[src/rtl/reg_hazard_scoreboard.sv]
// reg_hazard_scoreboard: tracks in-flight destinations E/M/W and resolves stall/forwarding for D-stage operands
module reg_hazard_scoreboard #(
  parameter int STALL_CNT_W = 16
) (
  input  logic                   clk,
  input  logic                   reset,
  input  logic                   issue_valid,
  input  logic [4:0]             issue_rd,
  input  logic [1:0]             issue_tnew,
  input  logic [4:0]             rs,
  input  logic [4:0]             rt,
  input  logic [1:0]             rs_tuse,
  input  logic [1:0]             rt_tuse,
  input  logic                   flush,
  output logic                   stall,
  output logic [1:0]             fwd_rs,
  output logic [1:0]             fwd_rt,
  output logic [STALL_CNT_W-1:0] stall_cnt
);
  typedef struct packed {
    logic       valid;
    logic [4:0] rd;
    logic [1:0] tnew;
  } slot_t;
  slot_t sl [3];
  logic req_rs, req_rt;
  logic [1:0] f_rs, f_rt;
  function automatic logic [2:0] resolve(input logic [4:0] s, input logic [1:0] t);
    logic found;
    logic [1:0] hit;
    found = 1'b0;
    hit = 2'd0;
    for (int i = 2; i >= 0; i--)
      if (sl[i].valid && sl[i].rd == s && s != 5'd0) begin
        found = 1'b1;
        hit = 2'(i);
      end
    return !found || hit == 2'd2 ? 3'd0 :
           {t != 2'd3 && sl[hit].tnew > t, sl[hit].tnew == 2'd0 ? hit + 2'd1 : 2'd0};
  endfunction
  function automatic slot_t age(input slot_t s);
    return {s.valid, s.rd, s.tnew == 2'd0 ? 2'd0 : s.tnew - 2'd1};
  endfunction
  always_comb begin
    {req_rs, f_rs} = resolve(rs, rs_tuse);
    {req_rt, f_rt} = resolve(rt, rt_tuse);
    stall = issue_valid && (req_rs || req_rt);
    fwd_rs = stall ? 2'd0 : f_rs;
    fwd_rt = stall ? 2'd0 : f_rt;
  end
  always_ff @(posedge clk) begin
    if (reset) begin
      sl <= '{default: '0};
      stall_cnt <= '0;
    end else begin
      sl[0] <= issue_valid && !stall && !flush && issue_rd != 5'd0 ? {1'b1, issue_rd, issue_tnew} : '0;
      sl[1] <= age(sl[0]);
      sl[2] <= age(sl[1]);
      stall_cnt <= stall && !(&stall_cnt) ? stall_cnt + STALL_CNT_W'(1) : stall_cnt;
    end
  end
endmodule

[config.mk]
export PLATFORM = sky130hd
export DESIGN_NAME = reg_hazard_scoreboard
export DESIGN_NICKNAME = d
export VERILOG_FILES = /design/src/rtl/reg_hazard_scoreboard.sv
export SDC_FILE = /design/constraint.sdc
export NUM_CORES = 1
export LEC_CHECK = 0
export BUFFER_PORTS_ARGS = -buffer_cell sky130_fd_sc_hd__buf_4
export CORE_MARGIN = 2
export CORE_UTILIZATION = 45
export DETAILED_ROUTE_END_ITERATION = 6
export PLACE_DENSITY = 0.71
export SLEW_MARGIN = 20
export SYNTH_ARGS = -nofsm -noshare
export SYNTH_HDL_FRONTEND = slang
export SYNTH_SLANG_ARGS = --single-unit
[constraint.sdc]
create_clock -name clk -period 6 [get_ports clk]
set_input_delay 0.6 -clock clk [delete_from_list [all_inputs] [get_ports clk]]
set_output_delay 0.6 -clock clk [all_outputs]
set_load 0.02 [all_outputs]
# Word level (Yosys, flattened, before mapping)
# Index checks and enable logic that the tools add are counted.
# totals
reg_bits	40
output_inout_bits	21
input_bits	25
# op_classes
n_addsub	5
muxes	25
n_eq_ne	10
order_cmp	4
n_bitwise	3
n_reduce_logical	38
# ops
op	n
$bmux 8 s2	2
$eq 5x5->1	6
$mux 2	14
$logic_and 1x1->1	19
$add 16x1->16 const B	1
$reduce_and 16->1	1
$reduce_bool 5->1	3
$logic_not 2->1	4
$mux 8	1
$ge 3x3->1 const B	2
$mux 1	6
$mux 3	2
$not 2->3	2
$reduce_or 2->1	3
$logic_not 1->1	5
$add 2x1->2 const B	2
$eq 2x2->1 const B	2
$gt 2x2->1	2
$ne 2x2->1 const B	2
$sub 2x1->2 const B	2
$logic_or 1x1->1	3
$not 1->1	1

# Logic depth before layout (Yosys ltp)
# logic_depth
ltp_word	21
mapped_depth	15
depth_no_buf	15

# Worst setup path before layout
# No wires, ideal clock.
# synth_timing
path_type	input-to-output
start	in rs[1]
end	out fwd_rs[0]
path_stages	12
required_time_ps	5400
path_buffers	0
t_arrival_ps	3589
path_slack_ps	1811
cell_sequence	or4_1 nor2_2 nor4_4 nor2b_1 mux2i_1 a21oi_1 ha_1 a21oi_1 a221oi_1 o21ai_1 a21boi_2 nor4b_1
# synth_between
elab_chain_len	16
# synth_rtl
element	line	source
start, declared	10	input logic [4:0] rs,
$eq 5x5->1	34	if (sl[i].valid && sl[i].rd == s && s != 5'd0) begin
$logic_and 1x1->1 (2 in a row)	34	
$mux 2 (3 in a row)	34	
$not 2->3 (not written as such)	39	{t != 2'd3 && sl[hit].tnew > t, sl[hit].tnew == 2'd0 ? hit + 2'd1 : 2'd0};
$bmux 8 s2	39	
$mux 2 (not written as such) (2 in a row)	39	
$gt 2x2->1	39	
$logic_and 1x1->1	39	
$mux 3 *	38	return !found || hit == 2'd2 ? 3'd0 :
$logic_or 1x1->1 *	47	stall = issue_valid && (req_rs || req_rt);
$logic_and 1x1->1 *	47	
via stall	15	output logic stall,
$mux 2 *	48	fwd_rs = stall ? 2'd0 : f_rs;
end, declared	16	output logic [1:0] fwd_rs,
# Mark *: on every way through the listed nets, which the timed path passes. The rest lies on a longest branch. The select of a mux whose other input is x is not followed.

# Final worst setup path
# layout_timing
start	in rs[1]
end	out fwd_rs[1]
# layout_between
elab_chain_len	16
# layout_rtl
element	line
$eq 5x5->1	34
$logic_and 1x1->1 (2 in a row)	34
$mux 2 (3 in a row)	34
$not 2->3 (not written as such)	39
$bmux 8 s2	39
$mux 2 (not written as such) (2 in a row)	39
$gt 2x2->1	39
$logic_and 1x1->1	39
$mux 3 *	38
$logic_or 1x1->1	47
$logic_and 1x1->1	47
$mux 2 *	48
# Mark *: on every way between the ends. The rest lies on a longest branch, timed or not. The select of a mux whose other input is x is not followed.

==> impl_metrics.yaml <==
synthesis:
  ys_seq_area_share_pct: 36.5
  synth_area_um2: 2200
  syn_inst: 244
  ys_top_cells_by_area: "dfxtp_1, xnor2_1, nor2b_1"
  synthesis.nets: 276
  synth_edf_count: 0
  synth_top_cell_area_share_pct: 36.5
  yosysWarnings: 0
  synth_cell_types: 40
  ys_seq_elements: 40
  syn_area_per_cell_um2: 9.00
  synth_top_area_cell: "dfxtp_1"
  async_flop_share_pct: 0
  synthFlopType: "dfxtp_1"
layout:
  syn_to_final_growth_pct: 22.6
  fillers: 457
  diodes: 0
  nets: 323
  drive_above_1_share_pct: 23.3
  final_cells: 359
clock_tree:
  htree_levels: 2
  worstSkewPairLatency_ps: 290
  ctsHoldBuffers: 0
  clkSlewWorstSetupHoldPaths_ps: 70
  cts_sinks: 40
  cts_root_buffer: "clkbuf_8"
  postCtsResizedCells: 0
  cts_buffers: 5
  postCtsSetupBuffers: 0
  cts_tree: "built"
  clockBufferDepth: 2
global_route:
  grt_pass1_vias: 1759
  antenna_found_initial: 0
  track_usage_pct: 19.3
  gr-total-overflow: 0
  grt_pass1_wl_mm: 8.11
  grt_max_degree: 43
timing:
  setup-tns-final_ps: 0
  slew_violations: 0
  fmax_mhz: 222
  holdWs_ps: 493
  min_period_ps: 4510
  skew_ps: 4.56
  period_share_pct: 75.2
  setup_viol: 0
  maxSlewHeadroom_pct: 62.2
  final-hold-violation-count: 0
  rsz0062_at_grt: "false"
  worst_pin_slew_ps: 563
  fin_ws_ps: 1490
die:
  initial_core_util_pct: 46.5
  die_h_um: 73.9
  die_w_um: 73.9
  dieArea_um2: 5450
  io_pins: 46
  core_um2: 4720
  num_rows: 25
routing:
  vias_per_cell: 5.26
  wire_per_inst_um: 13.4
  dr.pass1.iters: 4
  num_vias: 1887
  drtAntennaViolNets: 0
  drt_wl_total_mm: 4.83
  drc: 0
  drt-initial-drc-count: 83
worst_setup_path:
  reg2reg_slack_ps: 2310
  cp.required_ps: 5400
  end_kind: "output pin"
  r2r_end: "stall_cnt[7]"
  startpoint_type: "primary input"
  worstPathArrival_ps: 3910
  ff2ff_path_depth: 13
  slowest_stage: "or4_1"
  crit_fanout: 7
  critPathKind: "in2out"
  setup.worst_path.end: "fwd_rs[1]"
  r2r-start: "sl[13]"
  slowest_delay_ps: 540
  path_cells: "buf_4 -> or4_1 -> nor2_2 -> nor4_4 -> nor2b_1 -> mux2i_1 -> a21oi_1 -> ha_1 -> a21oi_1 -> a221oi_1 -> o21ai_1 -> a21boi_2 -> or3_1 -> nor2_1 -> buf_4"
  critPathLaunch: "rs[1]"
placed_design:
  dp.cells: 351
  dpl.hpwl_mm: 3.68
  place.gp.congestion: 0.795
  dp_slack_ps: 1530
  numPortBuffers: 45
pwr:
  p_per_area_nw_per_um2: 190
  leakagePower_uw: 0.00106
  ir_drop_mv: 0.0925
run:
  max_cap_violations: 0
min_path:
  hold_path.class: "reg2reg"
status:
  status: "complete, no violations"
==> Yosys cell counts (5+ instances only) <==
library cell / n
clkbuf_1: 5
xor2_1: 12
nand2_1: 8
inv_1: 10
dfxtp_1: 40
and2_1: 7
nand3_1: 8
nor2_1: 26
nor2b_1: 21
nand4_1: 12
xnor2_1: 23
ha_1: 7
a21oi_1: 7
nor3_1: 6
mux2_2: 7
==> per-stage QoR <==
stage	utilization [%]	area [um^2]	power, uW
3_5_place_dp	55.0	2600	328
3_3_place_gp	55.0	2600	327
4_1_cts	57.0	2690	515
2_1_floorplan	-	2200	304
6_report	57.0	2690	511
5_1_grt	57.0	2690	530
==> cells by family (layout without fill, tap and decap cells) <==
group | Yosys count | after routing | synth area share [%]
AND/OR/NAND/NOR | 112 | 112 | 29.1
XOR/XNOR | 35 | 35 | 14.0
AO/OA/AOI/OAI | 24 | 24 | 8.32
flip-flops | 40 | 40 | 36.5
buffers and inverters | 15 | 63 | 2.56
multiplexers | 11 | 11 | 5.64
adder cells (fa/ha/maj) | 7 | 7 | 3.99
==> worst min-delay path by stage <==
| stage | endpoint | depth (start not counted) | start | slack, ps |
|---|---|---|---|---|
| CTS | sl[15] | 1 | sl[23] | 500 |
| floorplan | sl[8] | 1 | sl[16] | 450 |
| global placement | sl[15] | 1 | sl[23] | 480 |
| detailed placement | sl[15] | 1 | sl[23] | 480 |
| finish | sl[15] | 1 | sl[23] | 490 |
| global route | sl[17] | 2 | issue_tnew[1] | 510 |
==> state kept, by name (all words and copies together), names as in the netlist <==
register   count
sl            24
stall_cnt     16
==> power breakdown <==
part	internal, uW	switching (uW)
combinational	24.7	24.4
sequential	269	3.64
clock	93.5	95.4
==> cell type report <==
| type | instances | area, um^2 | share of cell area (%) |
|---|---|---|---|
| clock buffers | 7 | 86.3 | 3.21 |
| clock inverters | 1 | 7.51 | 0.279 |
| inverters | 10 | 37.5 | 1.39 |
| multi-input cells | 189 | 1340 | 49.7 |
| flip-flops and latches | 40 | 801 | 29.7 |
| well taps | 67 | 83.8 | 3.11 |
| repair buffers | 45 | 338 | 12.5 |
==> critical path, delay by kind of cell <==
family	cells	cell delay [ps]
and+or+nand+nor	6	1360
AOI/OAI and AO/OA	5	1120
adders and majority gates	1	290
buffers and inverters	2	280
muxes	1	250
==> metal layers <==
| metal | part of all wire [%] | global-route usage, % | vias up |
|---|---|---|---|
| met4 | 1.1 | 6.46 | 0 |
| li1 | - | - | 944 |
| met1 | 47 | 25.6 | 888 |
| met3 | 6.1 | 5.08 | 4 |
| met5 | 0 | 0 | - |
| met2 | 46 | 30.3 | 51 |
==> cell usage in the layout, fill, tap and decap left out, types with 2 or more instances in the layout <==
cell type,Yosys,final
buf_4,0,45
dfxtp_1,40,40
nor2_1,26,26
xnor2_1,23,23
nor2b_1,21,21
xor2_1,12,12
nand4_1,12,12
inv_1,10,10
nand2_1,8,8
nand3_1,8,8
a21oi_1,7,7
and2_1,7,7
mux2_2,7,7
ha_1,7,7
nor3_1,6,6
clkbuf_8,0,6
nor4_1,4,4
a211oi_1,4,4
or4_1,3,3
mux2i_1,3,3
o211ai_1,3,3
nor2_2,2,2
o21ai_0,2,2
a221oi_1,2,2
o21ai_1,2,2
nor4b_1,2,2
and3_1,2,2
nand3b_1,2,2
nand2b_1,2,2
Power figures use the tool's default switching activity.
